`config.mk`:
```
export PLATFORM = sky130hd
export DESIGN_NAME = dev_bus_arbiter
export DESIGN_NICKNAME = d
export VERILOG_FILES = /design/src/rtl/dev_bus_arbiter.sv
export SDC_FILE = /design/constraint.sdc
export NUM_CORES = 1
export LEC_CHECK = 0
export CAP_MARGIN = 15
export CORE_ASPECT_RATIO = 1.1
export CORE_UTILIZATION = 38
export CTS_BUF_LIST = sky130_fd_sc_hd__clkbuf_16
export CTS_CLUSTER_SIZE = 14
export DETAILED_ROUTE_END_ITERATION = 8
export HOLD_SLACK_MARGIN = 0.12
export MAX_ROUTING_LAYER = met4
export PLACE_DENSITY_LB_ADDON = 0.1
export SKIP_LAST_GASP = 1
export SYNTH_ARGS = -nofsm -noshare
export SYNTH_HDL_FRONTEND = slang
export SYNTH_SLANG_ARGS = --single-unit
```
`constraint.sdc`:
```
create_clock -name clk -period 4.5 [get_ports clk]
set_clock_uncertainty 0.1 [all_clocks]
set_input_delay 0.9 -clock clk [delete_from_list [all_inputs] [get_ports clk]]
set_output_delay 0.9 -clock clk [all_outputs]
set_load 0.05 [all_outputs]
```
`src/rtl/dev_bus_arbiter.sv`:
```
// Two-master round-robin arbiter for the device bus (Bridge Pr-side port).
// It checks each address against the device window and inserts fixed wait states before a one-cycle ack.
module dev_bus_arbiter #(
  parameter int unsigned WAIT_CYCLES   = 2,
  parameter logic [31:0] DEV_BASE      = 32'h0000_7F00,
  parameter int unsigned DEV_SPAN_LOG2 = 5
) (
  input  logic        clk,
  input  logic        reset,
  input  logic        m0_req,
  input  logic        m0_we,
  input  logic [29:0] m0_addr,
  input  logic [31:0] m0_wd,
  output logic        m0_ack,
  output logic        m0_err,
  output logic [31:0] m0_rdata,
  input  logic        m1_req,
  input  logic        m1_we,
  input  logic [29:0] m1_addr,
  input  logic [31:0] m1_wd,
  output logic        m1_ack,
  output logic        m1_err,
  output logic [31:0] m1_rdata,
  output logic [29:0] pr_addr,
  output logic [31:0] pr_wd,
  output logic        pr_we,
  input  logic [31:0] pr_rd,
  output logic        busy
);

  typedef enum logic [1:0] {
    S_IDLE,
    S_BUSY,
    S_ACK
  } state_e;

  localparam logic [3:0]  CNT_INIT = 4'(WAIT_CYCLES - 1);
  localparam logic [31:0] WIN_TAG  = DEV_BASE >> DEV_SPAN_LOG2;

  state_e      state_q;
  logic [3:0]  cnt_q;
  logic        last_gnt_q;
  logic        gnt_q;
  logic        we_q;
  logic [29:0] pr_addr_q;
  logic [31:0] pr_wd_q;
  logic        pr_we_q;
  logic [31:0] rdata_q;
  logic        m0_ack_q, m1_ack_q;
  logic        m0_err_q, m1_err_q;
  logic        busy_q;

  // Grant selection and window decode for the candidate master.
  logic        sel_valid;
  logic        sel_id;
  logic        sel_we;
  logic [29:0] sel_addr;
  logic [31:0] sel_wd;
  logic        sel_in_win;

  // NOTE: every signal written here gets a default first, so no path can infer a latch.
  always_comb begin
    sel_valid  = m0_req | m1_req;
    sel_id     = (m0_req && m1_req) ? ~last_gnt_q : m1_req;
    sel_we     = sel_id ? m1_we   : m0_we;
    sel_addr   = sel_id ? m1_addr : m0_addr;
    sel_wd     = sel_id ? m1_wd   : m0_wd;
    sel_in_win = (({sel_addr, 2'b00}) >> DEV_SPAN_LOG2) == WIN_TAG;
  end

  // NOTE: sequential state uses non-blocking assignments only, so every register samples pre-edge values.
  always_ff @(posedge clk or posedge reset) begin
    if (reset) begin
      state_q    <= S_IDLE;
      cnt_q      <= '0;
      last_gnt_q <= 1'b1;
      gnt_q      <= 1'b0;
      we_q       <= 1'b0;
      pr_addr_q  <= '0;
      pr_wd_q    <= '0;
      pr_we_q    <= 1'b0;
      rdata_q    <= '0;
      m0_ack_q   <= 1'b0;
      m1_ack_q   <= 1'b0;
      m0_err_q   <= 1'b0;
      m1_err_q   <= 1'b0;
      busy_q     <= 1'b0;
    end else begin
      case (state_q)
        S_IDLE: begin
          if (sel_valid) begin
            gnt_q      <= sel_id;
            last_gnt_q <= sel_id;
            we_q       <= sel_we;
            busy_q     <= 1'b1;
            if (sel_in_win) begin
              state_q   <= S_BUSY;
              cnt_q     <= CNT_INIT;
              pr_addr_q <= sel_addr;
              pr_wd_q   <= sel_wd;
              pr_we_q   <= sel_we;
            end else begin
              // Out-of-window requests skip the bus entirely and complete with an error.
              state_q  <= S_ACK;
              rdata_q  <= '0;
              m0_ack_q <= ~sel_id;
              m1_ack_q <= sel_id;
              m0_err_q <= ~sel_id;
              m1_err_q <= sel_id;
            end
          end
        end
        S_BUSY: begin
          pr_we_q <= 1'b0;
          if (cnt_q == 4'd0) begin
            state_q   <= S_ACK;
            pr_addr_q <= '0;
            pr_wd_q   <= '0;
            rdata_q   <= we_q ? 32'd0 : pr_rd;
            m0_ack_q  <= ~gnt_q;
            m1_ack_q  <= gnt_q;
          end else begin
            cnt_q <= cnt_q - 4'd1;
          end
        end
        S_ACK: begin
          state_q  <= S_IDLE;
          rdata_q  <= '0;
          m0_ack_q <= 1'b0;
          m1_ack_q <= 1'b0;
          m0_err_q <= 1'b0;
          m1_err_q <= 1'b0;
          busy_q   <= 1'b0;
        end
        default: state_q <= S_IDLE;
      endcase
    end
  end

  assign m0_ack   = m0_ack_q;
  assign m1_ack   = m1_ack_q;
  assign m0_err   = m0_err_q;
  assign m1_err   = m1_err_q;
  assign m0_rdata = rdata_q;
  assign m1_rdata = rdata_q;
  assign pr_addr  = pr_addr_q;
  assign pr_wd    = pr_wd_q;
  assign pr_we    = pr_we_q;
  assign busy     = busy_q;

endmodule

```
==> impl_metrics.toml, run 1 <==
[power_and_ir_drop]
p_seq_share_pct = 41.7
p_per_area_nw_per_um2 = 307.4
irDropWorstVdd_uv = 273.8
p_switching_mw = 0.7378
clock_power_share_pct = 34.1
p_int_mw = 1.766
switching_share_pct = 29.47
pwr-share-comb_pct = 24.2
p_total_mw = 2.504
p_leak_nw = 3.448

[yosys]
yosysUniqueCellTypes = 46
netlist_area_um2 = 4974
ys.flop_type = "dfrtp_1"
async_reset_ff_share_pct = 100.0
synth_edf_count = 0
syn_area_per_cell_um2 = 10.84
synth-seq-cells = 109
yosys_warnings = 0
yosysSeqAreaShare_pct = 54.87
syn_inst = 459
synth_fp_nets = 626

[critical_path]
start_kind = "input pin"
endpoint_kind = "register"
cp_max_fo = 62
crit_arrival_ns = 3.26
crit_slowest_cell = "clkdlybuf4s50_1"
max_stage_delay_ns = 0.55
crit_required_ns = 4.66
crit_chain = "clkdlybuf4s50_1, a21boi_1, and3_1, a31oi_2, nor3_4, o21ai_4, buf_4, o2bb2ai_1"
r2r_slack_ns = 1.90
crit_type = "input pin to register"

[global_routing]
antenna_found_initial = 0
grt_use_total_pct = 21.99
grt_first_pass_wirelength_mm = 22.83
grt-ovfl-total = 0
grt_max_degree = 69
grt_pass1_vias = 4530

[die]
die_y_um = 122.0
rows = 43
start_util_pct = 39.17
die_x_um = 111.1
boundaryPins = 294
core_um2 = 12700
dieArea_um2 = 13550

[timing]
hold_viol_final = 0
rsz0062_at_grt = "no"
setup_viol = 0
fin_crit_ns = 3.095
slew_violations = 0
timing.final.crit_share_pct = 68.78
max_slew_margin_pct = 46.79
worst_slew_pin_slew_ns = 0.7981
fmax_mhz = 323.1
fin_setup_tns_ns = 0

[detailed_routing]
routed_wirelength_mm = 14.37
wire_per_inst_um = 16.44
final_antenna_net_count = 0
drt_iter0_drc = 253
avgViaCountPerCell = 4.981
firstDrtPassIters = 7
dr_total_vias = 4353
drc = 41

[placed_design]
dp_hpwl_mm = 10.58
place_inst = 858
port_buffers = 293
gp_congestion = 0.8724

[flow_run]
cap_violations = 0

[clocking]
cts_made_buffers = 9
cts_buffer_depth = 2
cts_tree = "built"
ctsHoldBuffers = 0
cts_resized = 0
worstSkewPairLatency_ns = 0.34
cts.htree.levels = 3
post-cts-setup-buffers = 0
clkSlewWorstSetupHoldPaths_ns = 0.07
cts_sinks = 109
root_buffer = "clkbuf_16"

[final_layout]
drive_gt1_share_pct = 4.463
layout.nets = 879
stdcell_count = 874
area_delta_synth_final_pct = 63.77
final_cell_mix = "293 x clkdlybuf4s50_1, 108 x dfrtp_1, 73 x nand2_1, 36 x mux2i_1, 36 x o2bb2ai_1"
diodes = 0
final_common_cell = "clkdlybuf4s50_1"
fillerInstances = 1030

[run_status]
status = "finished, violations left"
failed_checks = "DRC"

[worst_hold_path]
min_path_type = "register to register"
==> logic make-up after synthesis <==
logic type / Yosys count / synth area share [%]
AOI/OAI and AO/OA: 108 / 15.72
and+or+nand+nor: 136 / 13.28
muxes: 36 / 7.245
buffers and inverters: 65 / 7.623
adders and majority gates: 5 / 1.258
DFF: 109 / 54.87
==> state kept, by name (all words and copies together), names as in the netlist <==
signal and cells:
busy 1, m1_ack 1, m0_rdata 32, cnt_q 4
gnt_q 1, pr_addr 30, m0_ack 1, m1_err 1
pr_we 1, pr_wd 32, last_gnt_q 1, we_q 1
state_q 2, m0_err 1
==> cell usage after synthesis, types with 2 or more instances <==
cell type / number / share of area (%)
buf_2: 12 / 1.2
a21oi_1: 6 / 0.60
nand2_1: 73 / 5.5
nor2_1: 13 / 0.98
ha_1: 5 / 1.3
o22ai_1: 4 / 0.50
nor4bb_1: 2 / 0.40
mux2i_1: 36 / 7.2
dfrtp_1: 108 / 54
o2bb2ai_1: 36 / 6.3
clkbuf_1: 13 / 0.98
a22o_1: 7 / 1.2
a31oi_1: 2 / 0.25
buf_4: 32 / 4.8
o21ai_0: 20 / 2.0
o21ai_1: 18 / 1.8
nand2b_1: 3 / 0.38
and2_1: 20 / 2.5
inv_1: 7 / 0.53
nor4_1: 7 / 0.88
or3_1: 2 / 0.25
nor3_1: 5 / 0.50
nand4_1: 4 / 0.50
and4b_1: 2 / 0.40
==> worst max-delay path: cells and delay by family <==
kind                   cells  cell delay (ns)
AND/OR/NAND/NOR            2             0.32
buffers and inverters      2             1.07
AO/OA/AOI/OAI              4             0.92
==> stage by stage <==
step / cell area, µm² / util [%] / setup WS (ns) / hold slack [ns]
5_1_grt: 8145 / 64.15 / 1.197 / 0.4040
3_3_place_gp: 7807 / 61.49 / 1.142 / 0.3648
4_1_cts: 8145 / 64.15 / 1.402 / 0.3904
2_1_floorplan: 4974 / - / 0.6277 / 0.3508
6_report: 8145 / 64.15 / 1.405 / 0.3855
3_5_place_dp: 7823 / 61.61 / 1.033 / 0.3707
==> power groups by stage <==
stage	logic (mW)	registers (mW)	clock network [mW]
after CTS	0.616	1.04	0.876
after global routing	0.664	1.05	0.921
after detailed placement	0.611	1.06	0
after floorplan	0.304	1.12	0
final	0.606	1.04	0.854
after global placement	0.608	1.06	0
==> routing by layer <==
metal  track usage [%]  share of wire [%]
met1             25.86                 41
met2             36.48                 49
met3             6.169                7.9
met4             7.601                1.9
met5                 -                  0
==> cell type report <==
| type | count | area, µm² | share of cell area, % |
|---|---|---|---|
| Tap cell | 157 | 196.4 | 2.412 |
| Multi-Input combinational cell | 285 | 1876 | 23.03 |
| Clock buffer | 9 | 225.2 | 2.765 |
| Timing Repair Buffer | 300 | 2993 | 36.74 |
| Clock inverter | 7 | 97.59 | 1.198 |
| Inverter | 7 | 28.78 | 0.3533 |
| Sequential cell | 109 | 2729 | 33.50 |
==> worst paths after layout <==
| kind | start | end | cells after the start |
|---|---|---|---|
| worst max-delay path | m0_req | pr_wd[15] | 8 |
| worst min-delay path | pr_addr[3] | pr_addr[3] | 1 |
| worst max register to register | state_q[0] | pr_addr[11] | 7 |
| worst min register to register | pr_addr[3] | pr_addr[3] | 1 |
| max in group asynchronous | reset | last_gnt_q | 3 |
| min in group asynchronous | reset | pr_wd[27] | 2 |
Power figures use the tool's default switching activity.
==> run 2: changes to the inputs <==
- CORE_UTILIZATION: 38 -> 34
- clock period: 4.5 -> 2.8 ns (I/O delays scaled with it)
==> impl_metrics.toml, run 2 (synthesis gave the netlist of run 1 again) <==
[die]
die_y_um = 128.9
dieArea_um2 = 15120
die_x_um = 117.3
boundaryPins = 294
core_um2 = 14330
rows = 46
start_util_pct = 34.70

[clocking]
cts_made_buffers = 9
cts.htree.levels = 3
clkSlewWorstSetupHoldPaths_ns = 0.08
post-cts-setup-buffers = 0
cts_resized = 0
cts_tree = "built"
ctsHoldBuffers = 0
cts_sinks = 109
worstSkewPairLatency_ns = 0.35
cts_buffer_depth = 2
root_buffer = "clkbuf_16"

[global_routing]
grt_pass1_vias = 4460
grt-ovfl-total = 0
grt_max_degree = 110
grt_first_pass_wirelength_mm = 22.41
antenna_found_initial = 0
grt_use_total_pct = 19.52

[detailed_routing]
avgViaCountPerCell = 4.785
wire_per_inst_um = 15.20
dr_total_vias = 4426
routed_wirelength_mm = 14.06
firstDrtPassIters = 4
drc = 0
drt_iter0_drc = 177
final_antenna_net_count = 0

[critical_path]
crit_family = "compound AO/OA/AOI/OAI gates"
r2r_cells = 8
cp_max_fo = 5
start_kind = "input pin"
max_stage_delay_ns = 0.49
rr_startpoint = "state_q[1]"
crit_chain = "clkdlybuf4s50_1, a21boi_1, nand4_1, o22a_2, or3_1, a2111oi_0, a311oi_1"
crit_required_ns = 2.92
cp-startpoint = "m1_req"
rr_endpoint = "m0_rdata[20]"
crit_type = "input pin to register"
cp_num_buf_inv = 1
crit_arrival_ns = 2.67
r2r_slack_ns = 0.44
endpoint_kind = "register"
crit_slowest_cell = "clkdlybuf4s50_1"

[final_layout]
layout.nets = 895
final_cell_mix = "293 x clkdlybuf4s50_1, 108 x dfrtp_1, 73 x nand2_1, 36 x mux2i_1, 36 x o2bb2ai_1"
drive_gt1_share_pct = 6.685
fin_area_um2 = 8313
area_delta_synth_final_pct = 67.14
diodes = 0
fillerInstances = 1234
final_common_cell = "clkdlybuf4s50_1"

[timing]
hold_ws_ns = 0.3855
timing.final.crit_share_pct = 91.05
setup_viol = 0
slew_violations = 0
fmax_mhz = 392.2
hold_viol_final = 0
rsz0062_at_grt = "no"
worst_slew_pin_slew_ns = 0.6495
max_slew_margin_pct = 56.70
fin_crit_ns = 2.549

[power_and_ir_drop]
p_leak_nw = 3.512
p_total_mw = 3.965
irDropWorstVdd_uv = 369.5
p_per_area_nw_per_um2 = 477.0

[worst_hold_path]
holdPathEnd = "pr_addr[4]"
min_path_cells = 1
min_path_type = "register to register"
min_from = "pr_addr[4]"

[placed_design]
dp_hpwl_mm = 10.40
dpl_cell_area_um2 = 8018
port_buffers = 293
gp_congestion = 0.7969

[run_status]
status = "complete, no violations"

[flow_run]
cap_violations = 0
==> run 2: cell count changes in the layout (fill, tap and decap cells not counted), moves of 2 or more <==
cell and delta:
buf_12 +3, buf_4 +14, bufinv_16 -2, clkinvlp_4 +2
==> run 2: metal layers <==
metal	wire (µm)	vias up	global-route usage [%]
met5	0	-	-
met4	263	0	8.098
met3	1029	21	4.920
met2	6901	194	32.20
met1	5868	2084	22.76
li1	-	2127	-
==> run 2: how the worst max path moves through the flow <==
stage,to,slack [ns],cells past startpoint
after floorplan,cnt_q[0],0.53,6
after global placement,cnt_q[0],-0.07,7
after detailed placement,m0_rdata[20],-0.14,8
after CTS,cnt_q[0],0.23,7
after global routing,cnt_q[0],0.06,7
final,cnt_q[0],0.25,7
==> run 2: power breakdown <==
part           total (mW)  switching (mW)  internal [mW]
combinational        1.04           0.570          0.467
sequential           1.67          0.0386           1.64
clock                1.25           0.626          0.627
==> run 2: area by class of cell <==
class / instances / area [µm²] / share of cell area [%]
clock buffer: 9 / 225.2 / 2.709
clock inverter: 7 / 70.07 / 0.8429
inverter: 7 / 30.03 / 0.3612
multi-input combinational: 285 / 1876 / 22.56
sequential: 109 / 2729 / 32.83
tap: 192 / 240.2 / 2.890
timing repair buffer: 316 / 3143 / 37.81
==> run 2: worst reg2reg max path, delay by kind of cell (launching register included) <==
kind | cells | cell delay [ns]
buf+inv | 3 | 0.54
simple gates | 2 | 0.46
flops | 1 | 0.40
compound gates | 2 | 0.38
fa+ha+maj | 1 | 0.34
==> run 2: stage by stage <==
step | cells | setup TNS (ns) | util (%) | worst slack, ns
finish | 925 | 0 | 58.01 | 0.2505
global route | 925 | 0 | 58.01 | 0.05790
CTS | 925 | 0 | 58.01 | 0.2283
detailed placement | 909 | -4.105 | 55.95 | -0.1371
global placement | 909 | -1.543 | 55.95 | -0.06814
floorplan | 459 | 0 | - | 0.5262
